File: src/rtl/hazard_unit.sv
// Pipeline hazard detector for the 5-stage MIPS core: stall/flush/extend requests plus mult/div EX occupancy.
// Optional macro HAZARD_NO_FWD_EN: no forwarding paths, so ID also waits on any in-flight ALU producer.
module hazard_unit #(
  parameter int MULDIV_CYCLES = 32
) (
  input  logic       clk,
  input  logic       rst,
  input  logic [4:0] stage_valid,
  input  logic [4:0] id_rs,
  input  logic [4:0] id_rt,
  input  logic       id_uses_rs,
  input  logic       id_uses_rt,
  input  logic [4:0] ex_rd,
  input  logic       ex_regwrite,
  input  logic       ex_memread,
  input  logic [4:0] mem_rd,
  input  logic       mem_regwrite,
  input  logic       ex_branch_taken,
  input  logic       ex_muldiv,
  input  logic       mem_access,
  input  logic       mem_ready,
  output logic [4:0] stall,
  output logic [4:0] flush,
  output logic [4:0] extend,
  output logic       muldiv_busy,
  output logic       muldiv_done
);

  localparam int CW = $clog2(MULDIV_CYCLES) + 1;
  localparam logic [CW-1:0] CNT_INIT = (MULDIV_CYCLES > 1) ? CW'(MULDIV_CYCLES - 2) : '0;

  typedef enum logic {IDLE, BUSY} state_t;

  state_t        state_q, state_d;
  logic [CW-1:0] cnt_q, cnt_d;

  logic mem_wait, md_start, ext_ex, done_d;
  logic hit_ex, hazard, flush_id, stall_id;

  assign mem_wait = stage_valid[3] & mem_access & ~mem_ready;
  assign md_start = stage_valid[2] & ex_muldiv;

  always_comb begin
    state_d = state_q;
    cnt_d   = cnt_q;
    ext_ex  = 1'b0;
    done_d  = 1'b0;
    case (state_q)
      IDLE: begin
        if (md_start) begin
          if (MULDIV_CYCLES > 1) begin
            ext_ex  = 1'b1;
            cnt_d   = CNT_INIT;
            state_d = BUSY;
          end else begin
            done_d = ~mem_wait;
          end
        end
      end
      BUSY: begin
        if (cnt_q != '0) begin
          ext_ex = 1'b1;
          cnt_d  = cnt_q - CW'(1);
        end else if (!mem_wait) begin
          // Holding in BUSY under a MEM wait keeps the same instruction from re-triggering.
          done_d  = 1'b1;
          state_d = IDLE;
        end
      end
      default: state_d = IDLE;
    endcase
  end

  always_ff @(posedge clk or negedge rst) begin
    if (!rst) begin
      state_q <= IDLE;
      cnt_q   <= '0;
    end else begin
      state_q <= state_d;
      cnt_q   <= cnt_d;
    end
  end

  assign hit_ex = (ex_rd != 5'd0) &
                  ((id_uses_rs & (id_rs == ex_rd)) | (id_uses_rt & (id_rt == ex_rd)));

`ifdef HAZARD_NO_FWD_EN
  logic hit_mem;
  logic unused_sv;
  assign hit_mem = (mem_rd != 5'd0) &
                   ((id_uses_rs & (id_rs == mem_rd)) | (id_uses_rt & (id_rt == mem_rd)));
  assign hazard  = (stage_valid[2] & ex_regwrite & hit_ex) |
                   (stage_valid[3] & mem_regwrite & hit_mem);
  assign unused_sv = ^{stage_valid[4], stage_valid[0], ex_memread};
`else
  logic unused_sv;
  assign hazard    = stage_valid[2] & ex_regwrite & ex_memread & hit_ex;
  assign unused_sv = ^{stage_valid[4], stage_valid[0], mem_rd, mem_regwrite};
`endif

  // A wrong-path instruction in ID is being flushed, so it must not also stall.
  assign flush_id = stage_valid[2] & ex_branch_taken & ~ext_ex & ~mem_wait;
  assign stall_id = stage_valid[1] & hazard & ~flush_id;

  always_comb begin
    stall       = 5'b0;
    flush       = 5'b0;
    extend      = 5'b0;
    muldiv_busy = 1'b0;
    muldiv_done = 1'b0;
    if (rst) begin
      stall[1]    = stall_id;
      flush[1]    = flush_id;
      extend[2]   = ext_ex;
      extend[3]   = mem_wait;
      muldiv_busy = (state_q == BUSY);
      muldiv_done = done_d;
    end
  end

endmodule
File: config.mk
export PLATFORM = sky130hd
export DESIGN_NAME = hazard_unit
export DESIGN_NICKNAME = d
export VERILOG_FILES = /design/src/rtl/hazard_unit.sv
export SDC_FILE = /design/constraint.sdc
export NUM_CORES = 1
export LEC_CHECK = 0
export ABC_AREA = 0
export BUFFER_PORTS_ARGS = -buffer_cell sky130_fd_sc_hd__buf_4
export CELL_PAD_IN_SITES_DETAIL_PLACEMENT = 0
export CELL_PAD_IN_SITES_GLOBAL_PLACEMENT = 2
export CORE_MARGIN = 1
export CORE_UTILIZATION = 21
export CTS_CLUSTER_SIZE = 40
export DETAILED_ROUTE_END_ITERATION = 6
export PLACE_DENSITY_LB_ADDON = 0.2
export SYNTH_ARGS = -nofsm -noshare
export SYNTH_HDL_FRONTEND = slang
export SYNTH_SLANG_ARGS = --single-unit
File: constraint.sdc
create_clock -name clk -period 3.4 [get_ports clk]
set_input_delay 0 -clock clk [delete_from_list [all_inputs] [get_ports clk]]
set_output_delay 0 -clock clk [all_outputs]
set_load 0.02 [all_outputs]
==> results.ini <==
[clock_network]
clock_latency_ps=250
numCtsBuffers=3
h-tree-depth=1
cts_tree=built
cts_buffer_depth=2
cts.reportedPaths.clkPinSlew_ps=60
cts.sinks=7
postCtsSetupBuffers=0
cts-root-buf=clkbuf_4
post_cts_resized=0

[power_and_ir_drop]
peakVddDrop_v=0.000321
p_switching_mw=0.207
comb_power_share_pct=47.4
clkPwrFrac_pct=15.7
switching_share_pct=42.2
power_density_mw_per_mm2=505
p_leak_nw=0.466
internal_power_mw=0.284
totalPowerFinal_mw=0.491
seqPwrFrac_pct=36.9

[synthesis]
yosys.area.top_type=dfrtp_1
netlist_area_um2=687
ys_warn_count=0
synth-seq-cells=7
synth_top_area_share_pct=25.5
synthTopCellsByArea=dfrtp_1, buf_4, xor2_1
postSynthAreaPerCell_um2=8.28
synthCells=83
ys_types=32
yosysSeqAreaShare_pct=25.5

[drt]
drt_iter0_drc=23
final_antenna_net_count=0
drc_errors=0
vias=631
drt_wl_total_mm=1.67
firstDrtPassIters=4
wl_per_cell_um=10.3
viasPerCell=3.90

[worst_setup_path]
crit_fanout=6
required_ps=3400
cp-start-kind=flip-flop
criticalPathCategory=flip-flop to output port
crit_arrival_ps=2180
cp-end-kind=output port

[global_route]
grt.overflow.total=0
grt_first_pass_wirelength_mm=2.86
grt_pass1_vias=627
track_usage_pct=10.8
grt_start_max_net_pins=13
antenna_found_initial=0

[floorplan]
core_mm2=0.00308
die_area_mm2=0.00350
ioPinCount=53
fp-row-count=20
start_util_pct=22.3
die_w_um=59.2
die_y_um=59.2

[timing]
max_freq_mhz=458
min_period_over_period_pct=64.2
setup_tns_ps=0
drv_slew=0
skew_ps=5.55
hold_ws_ps=110
period_needed_ps=2180
finalSetupViolCount=0
rsz0062_at_grt=no
hold_viol=0

[cells_and_area]
final-instance-count-excl-fill=162
layout_common_cells=buf_4, conb_1, nand2_1
post-route-util_pct=31.6
drive_above_1_share_pct=35.6
final_common_cell=buf_4
synthToLayoutAreaGrowth_pct=41.5
num_antenna_cells=0
nets=157

[placed_design]
io_buffers=33
dp_cells=157
routabilityCongestion=0.775
post-dp-hpwl_mm=1.37

[worst_hold_path]
holdCritPathClass=primary input to async pin

[status]
status=complete, no violations

[job]
maxCapViolCount=0

-- final cells by class --
type,instances,area [um^2]
multi-input combinational,69,443
tap,44,55.1
sequential,7,175
fill,341,2110
inverter,4,15.0
timing repair buffer,34,258
clock buffer,4,26.3
-- sequential cells by signal, indices dropped and copies added (netlist names) --
name,cells
cnt_q,6
state_q,1
-- power by group through the flow --
stage                     logic, mW  clock network [mW]  registers (mW)
after floorplan               0.194                   0           0.160
final                         0.233              0.0769           0.181
after detailed placement      0.235                   0           0.182
after global placement        0.234                   0           0.184
after CTS                     0.238              0.0801           0.181
after global routing          0.268              0.0836           0.189
-- through the flow --
step / instance area, um^2 / setup slack [ps]
6_report: 972 / 1220
5_1_grt: 972 / 1070
4_1_cts: 972 / 1180
3_5_place_dp: 936 / 1470
3_3_place_gp: 936 / 1460
2_1_floorplan: 724 / 1620
-- what timing repair did --
action,4_1_cts,5_1_grt
endpoints found under the setup margin,0,0
endpoints found under the hold margin,7,0
hold buffers,1,0
-- cell families after synthesis --
kind of cell / share of synthesized area, %
adders and majority gates: 3.64
xor gates and xnor gates: 16.6
buffers and inverters: 15.5
AOI/OAI and AO/OA: 12.2
other: 0.546
and+or+nand+nor: 26.0
DFF: 25.5
-- routing by layer --
metal  track usage [%]  vias to the layer above  share of wire [%]
met1              13.9                      274                 46
met2              17.8                       30                 46
met5                 0                        -                  0
li1                  -                      327                  -
met3              3.28                        0                7.3
met4              2.04                        0                  0
-- synthesized netlist by cell type --
master    number
nor3_2         1
o211a_1        1
a211oi_1       1
and2_1         2
and3_1         1
xor2_1         9
or3b_4         1
or4_1          2
nand2_2        1
o31ai_4        1
o21a_1         1
nor2_1         6
nor3_1         1
nand2_1       10
nor4_1         3
conb_1         1
inv_1          4
a31oi_1        2
o211ai_1       2
dfrtp_1        7
clkbuf_1       1
or2_2          1
nand4_1        1
buf_4         11
xnor2_1        4
buf_2          1
ha_1           2
and2_2         1
nand3_1        1
o21ai_0        1
a21oi_1        1
and4_1         1
-- path summary, 6_finish.rpt --
path	to	slack, ps	startpoint	cells past startpoint
setup / recovery	flush[1]	1220	cnt_q[0]$_DFFE_PN0P_	8
hold / removal	cnt_q[3]$_DFFE_PN0P_	110	rst	2
setup reg to reg	cnt_q[2]$_DFFE_PN0P_	1550	cnt_q[0]$_DFFE_PN0P_	7
hold reg to reg	cnt_q[0]$_DFFE_PN0P_	520	cnt_q[0]$_DFFE_PN0P_	1
max in group asynchronous	cnt_q[5]$_DFFE_PN0P_	3140	rst	2
min in group clk	cnt_q[5]$_DFFE_PN0P_	150	ex_muldiv	4
-- critical path, cell delays in order, from the launching register on --
cell and delay, ps:
dfrtp_1 400, inv_1 90, ha_1 140, or3b_4 410, o31ai_4 310, nand2_2 100, nor3_2 200, and2_1 140
buf_4 130
No activity file was read; power rests on OpenSTA's default activity.
